## config.mk

```make
export PLATFORM = sky130hd
export DESIGN_NAME = demux_1to2_reg
export DESIGN_NICKNAME = d
export VERILOG_FILES = /design/src/rtl/demux_1to2_reg.sv
export SDC_FILE = /design/constraint.sdc
export NUM_CORES = 1
export LEC_CHECK = 0
export BUFFER_PORTS_ARGS = -buffer_cell sky130_fd_sc_hd__buf_4
export CORE_MARGIN = 3
export CORE_UTILIZATION = 30
export CTS_BUF_LIST = sky130_fd_sc_hd__clkbuf_8
export CTS_CLUSTER_SIZE = 28
export DETAILED_ROUTE_END_ITERATION = 8
export MAX_ROUTING_LAYER = met4
export PLACE_DENSITY = 0.6
export SLEW_MARGIN = 40
export SYNTH_ARGS = -nofsm -noshare
export SYNTH_HDL_FRONTEND = slang
export SYNTH_SLANG_ARGS = --single-unit
```

## constraint.sdc

```tcl
create_clock -name clk_i -period 3.05 [get_ports clk_i]
set_input_delay 0.1525 -clock clk_i [delete_from_list [all_inputs] [get_ports clk_i]]
set_output_delay 0.1525 -clock clk_i [all_outputs]
set_load 0.005 [all_outputs]
```

## src/rtl/demux_1to2_reg.sv

```systemverilog
// Purpose : registered 1-to-2 demux. One valid/ready input stream is steered to
//           channel 0 or 1 by select_i. Each channel has a one-entry holding
//           register and a wrapping transfer counter.
// Latency : 1 cycle from input fire to dataN_o/validN_o.
// Backpres: ready_o follows only the selected channel: it is high when that
//           channel is empty or draining this cycle. No head-of-line coupling.
// Ports   : clk_i, rst_i (async, active-high)
//           data_i/select_i/valid_i/ready_o  input stream
//           data0_o/valid0_o/ready0_i        channel 0 output stream
//           data1_o/valid1_o/ready1_i        channel 1 output stream
//           count0_o/count1_o                completed output transfers per channel
module demux_1to2_reg #(
  parameter int size  = 32,
  parameter int CNT_W = 8
) (
  input  logic             clk_i,
  input  logic             rst_i,
  input  logic [size-1:0]  data_i,
  input  logic             select_i,
  input  logic             valid_i,
  output logic             ready_o,
  output logic [size-1:0]  data0_o,
  output logic             valid0_o,
  input  logic             ready0_i,
  output logic [size-1:0]  data1_o,
  output logic             valid1_o,
  input  logic             ready1_i,
  output logic [CNT_W-1:0] count0_o,
  output logic [CNT_W-1:0] count1_o
);

  logic [size-1:0]  data0_q, data0_d;
  logic [size-1:0]  data1_q, data1_d;
  logic             valid0_q, valid0_d;
  logic             valid1_q, valid1_d;
  logic [CNT_W-1:0] cnt0_q, cnt0_d;
  logic [CNT_W-1:0] cnt1_q, cnt1_d;

  logic fire_in;
  logic load0, load1;
  logic fire0, fire1;

  // A full channel can still accept when its consumer takes the held beat in
  // the same cycle, which keeps throughput at one beat per cycle.
  assign ready_o = select_i ? (~valid1_q | ready1_i) : (~valid0_q | ready0_i);

  assign fire_in = valid_i & ready_o;
  assign load0   = fire_in & ~select_i;
  assign load1   = fire_in &  select_i;
  assign fire0   = valid0_q & ready0_i;
  assign fire1   = valid1_q & ready1_i;

  always_comb begin
    data0_d  = data0_q;
    data1_d  = data1_q;
    valid0_d = valid0_q;
    valid1_d = valid1_q;
    cnt0_d   = cnt0_q;
    cnt1_d   = cnt1_q;

    // Load takes priority over drain: a simultaneous fire and load replaces
    // the held beat and the channel stays full.
    if (load0) begin
      data0_d  = data_i;
      valid0_d = 1'b1;
    end else if (fire0) begin
      valid0_d = 1'b0;
    end

    if (load1) begin
      data1_d  = data_i;
      valid1_d = 1'b1;
    end else if (fire1) begin
      valid1_d = 1'b0;
    end

    if (fire0) cnt0_d = cnt0_q + CNT_W'(1);
    if (fire1) cnt1_d = cnt1_q + CNT_W'(1);
  end

  always_ff @(posedge clk_i or posedge rst_i) begin
    if (rst_i) begin
      data0_q  <= '0;
      data1_q  <= '0;
      valid0_q <= 1'b0;
      valid1_q <= 1'b0;
      cnt0_q   <= '0;
      cnt1_q   <= '0;
    end else begin
      data0_q  <= data0_d;
      data1_q  <= data1_d;
      valid0_q <= valid0_d;
      valid1_q <= valid1_d;
      cnt0_q   <= cnt0_d;
      cnt1_q   <= cnt1_d;
    end
  end

  assign data0_o  = data0_q;
  assign data1_o  = data1_q;
  assign valid0_o = valid0_q;
  assign valid1_o = valid1_q;
  assign count0_o = cnt0_q;
  assign count1_o = cnt1_q;

endmodule

```

After elaboration in Yosys (flattened, before gate mapping):

Index checks and enable logic that the tools add are counted.

* add/subtract/negate cells: 2
* mux-type cells: 5
* bitwise gates (word level): 10
* reduce and logical (&&, ||, !) cells: 2

Operator list (number)
* 8-bit by 1-bit adder with 8-bit output, second input constant: 2
* 1-bit AND: 5
* 1-bit 2-to-1 mux: 5
* 2-bit nonzero test: 2
* 1-bit NOT: 3
* 1-bit bitwise OR: 2

* register bits: 82
* word-level logic and storage cells: 25

Logic depth before layout (Yosys ltp):

* depth after elaboration: 6
* gate-level depth with buffers: 5
* gate-level depth less buffers: 4

Worst setup path before layout:

No wires, ideal clock.

* path kind: register to register
* start point: reg valid1_q (netlist: valid1_o)
* end point: reg data1_q[0] (netlist: data1_o[0])
* setup time: 0.125 ns
* arrival time: 1.205 ns
* required time: 2.925 ns
* slack: 1.720 ns
* stages on the path, launching flop included: 6
* buffers on the path: 2
* clock period less this slack: 1.330 ns
* cells stage by stage: dfrtp_1 > nand2b_4 > nor2b_4 > buf_6 > buf_12 > mux2_4

* word-level cells in the longest chain between the ends: 5

RTL lines
* start, declared: RTL line 35 `logic valid1_q, valid1_d;`
* start signal, assigned: RTL line 93 `valid1_q <= valid1_d;`
* 1-bit NOT: RTL line 45 `assign ready_o = select_i ? (~valid1_q | ready1_i) : (~valid0_q | ready0_i);`
* 1-bit bitwise OR: RTL line 45
* 1-bit 2-to-1 mux: RTL line 45
* 1-bit AND: RTL line 47 `assign fire_in = valid_i & ready_o;`
* 1-bit AND: RTL line 49 `assign load1 = fire_in & select_i;`
* end signal, assigned: RTL line 91 `data1_q <= data1_d;`
* end, declared: RTL line 33 `logic [size-1:0] data1_q, data1_d;`

No other way between the ends.
A chain may end at the register's enable or synchronous reset.

Worst setup path in the final report:

* start point: reg valid1_q (netlist: valid1_o)
* end point: reg data1_q[20] (netlist: data1_o[20])

Same word-level chain as after synthesis.

==> flow_metrics.py <==
metrics = {
    "sta": {
        "finalClockSkew_ps": 7.71,
        "tightest_slew_ps": 762,
        "finalCriticalPeriod_ps": 1980,
        "setup_viol": 0,
        "fin_crit_sh": 0.649,
        "relSlewSlack": 0.491,
        "rsz0062_at_grt": "no",
        "fmax_mhz": 505,
        "drv_slew": 0,
        "hold_slack_ps": 43.6,
        "tns_ps": 0,
        "hold_viol_final": 0,
    },
    "finish": {
        "final_util": 0.430,
        "fill_cells": 1000,
        "antenna_cells": 0,
        "seq_area_mm2": 0.00205,
        "multiInputGateArea_mm2": 0.00119,
        "final_nets": 371,
        "drive_above_1_share": 0.627,
        "area_growth_pct": 36.2,
    },
    "global_route": {
        "grt_pass1_wl_um": 11900,
        "grt.overflow.total": 0,
        "grt_pass1_vias": 2304,
        "track_usage": 0.122,
        "grt_max_degree": 56,
        "antenna_found_initial": 0,
    },
    "floorplan": {
        "die_width_um": 111,
        "core_mm2": 0.0106,
        "num_rows": 37,
        "num_io_pins": 121,
        "dieArea_mm2": 0.0124,
        "chipHeight_um": 111,
        "start_util": 0.316,
    },
    "setup_path": {
        "setup.worst_path.end_class": "flip-flop",
        "critPathMaxFanout": 19,
        "r2r_slack_ps": 1070,
        "critPathLaunchType": "flip-flop",
        "critical_path.startpoint": "valid1_o$_DFFE_PP0P_",
        "critPathKind": "reg -> reg",
        "worstPathArrival_ps": 2210,
        "critPathRequiredTime_ps": 3280,
        "reg2reg_from": "valid1_o$_DFFE_PP0P_",
    },
    "synth": {
        "yosysWarnings": 0,
        "yosys.cell_types.count": 22,
        "synth-adder-area-share": 0.00751,
        "synth-edff-count": 0,
        "synth_area_leader_cell": "dfrtp_1",
        "syn_avg_cell_area_um2": 16.4,
        "synthesis.nets": 243,
        "synth-xor-area-share": 0.0368,
        "synthTopCellsByCount": "dfrtp_1, mux2_2, mux2_4",
        "synthCells": 203,
        "synth_most_common_cell": "dfrtp_1",
        "synth_top_family_by_area": "multiplexers",
        "synthArstFlopShare": 1.00,
        "synth_compound_area_frac": 0,
        "ys_seq_area_frac": 0.616,
        "synthMuxAreaShare": 0.260,
        "synth_seq_cells": 82,
        "ys.flop_type": "dfrtp_1",
        "ys_top_cells_by_area": "dfrtp_1, mux2_4, mux2_2",
        "synth_simple_gate_area_frac": 0.0492,
        "syn-cell-area_mm2": 0.00333,
        "synth_top_area_share": 0.616,
    },
    "placement": {
        "io_buffers": 120,
        "dpl.hpwl_um": 5060,
        "place.gp.congestion": 0.727,
    },
    "cts": {
        "cts.clk_slew.worst_paths_ps": 80,
        "worstSkewPairLatency_ps": 340,
        "cts_sinks": 82,
        "cts_tree": "yes",
        "htreeDepth": 3,
        "cts_root_buf": "clkbuf_8",
        "cts_made_buffers": 9,
        "cts_setup_buffers": 0,
        "cts_buffer_depth": 2,
    },
    "route": {
        "routed_wl_um": 7070,
        "ant_nets": 0,
        "vias": 2054,
        "drt_pass1_iterations": 4,
        "viasPerCell": 4.36,
        "wl_per_cell_um": 15.0,
        "drc": 0,
        "drtIter0Drc": 44,
    },
    "min_path": {
        "hp-class": "in -> reg",
        "worstHoldStart": "data_i[12]",
    },
    "run": {
        "cap_violations": 0,
    },
    "status": {
        "status": "finished clean",
    },
    "pwr": {
        "p_per_area_mw_per_mm2": 660,
        "p_leak_nw": 2.20,
        "ir_drop_mv": 0.289,
    },
}
[layout make-up]
| cell class | instances | area share |
|---|---|---|
| sequential | 82 | 0.452 |
| clock buffer | 11 | 0.0334 |
| clock inverter | 4 | 0.00607 |
| inverter | 1 | 0.00193 |
| timing repair buffer | 125 | 0.207 |
| tap | 136 | 0.0375 |
| multi-input combinational | 112 | 0.262 |
[logic make-up after synthesis]
kind of cell | after synthesis
multiplexers | 67
XOR/XNOR | 14
AND/OR/NAND/NOR | 29
adder cells (fa/ha/maj) | 2
flip-flops | 82
buffers and inverters | 9
[placed cells by master, fill, tap and decap left out, drive strengths merged]
cell,Yosys,final
xor2,6,6
and2,1,1
clkbuf,1,11
dfrtp,82,82
nand3b,1,1
nor2,3,3
and3,2,2
dlygate4sd3,0,1
buf,7,124
nand2b,2,2
clkinv,0,2
nand3,2,2
ha,2,2
nand4,5,5
clkinvlp,0,3
nor3,2,2
nand2,10,10
xnor2,8,8
mux2,67,67
nor2b,1,1
[critical path, cell delays in order, from the launching register on]
cell and delay, ps:
dfrtp_1 450, nand2b_4 100, nor2b_4 640, buf_4 350, mux2_4 320
[stage by stage]
stage / power (mW) / instance area (um^2) / setup WS [ps] / cells
final: 3.00 / 4540 / 1070 / 471
after global routing: 3.19 / 4540 / 935 / 471
after CTS: 3.06 / 4540 / 1020 / 471
after detailed placement: 2.32 / 4350 / 1030 / 455
after global placement: 2.29 / 4340 / 1090 / 455
after floorplan: 1.83 / 3330 / 789 / 203
[per-layer routing]
metal / share of wire / up-vias / global-route usage
met4: 0.016 / 0 / 0.0397
met3: 0.057 / 8 / 0.0413
met2: 0.47 / 73 / 0.189
met1: 0.46 / 1023 / 0.151
met5: 0 / - / -
li1: - / 950 / -
[registers in the layout, indices dropped and copies added (netlist names)]
register,flops
data0_o,32
count1_o,8
valid1_o,1
count0_o,8
valid0_o,1
data1_o,32
[timing repair]
action,4_1_cts,5_1_grt
gates resized for setup,0,0
hold buffers,1,0
hold endpoints to repair,53,0
[worst paths after layout]
kind / to / cells after the start
setup / recovery: data1_o[20]$_DFFE_PP0P_ / 4
max in group asynchronous: data0_o[10]$_DFFE_PP0P_ / 4
hold / removal: data1_o[12]$_DFFE_PP0P_ / 2
hold reg to reg: count1_o[7]$_DFFE_PP0P_ / 1
setup reg to reg: data1_o[20]$_DFFE_PP0P_ / 4
min in group asynchronous: data0_o[3]$_DFFE_PP0P_ / 3
[where the power goes]
part           total [mW]  switching (mW)  internal [mW]  leakage [nW]
clock               0.720           0.386          0.335        0.0834
sequential           1.49           0.177           1.31         0.983
combinational       0.790           0.261          0.530          1.14
total                3.00           0.824           2.17          2.20
Note: power is estimated with default switching activity, not from simulation.
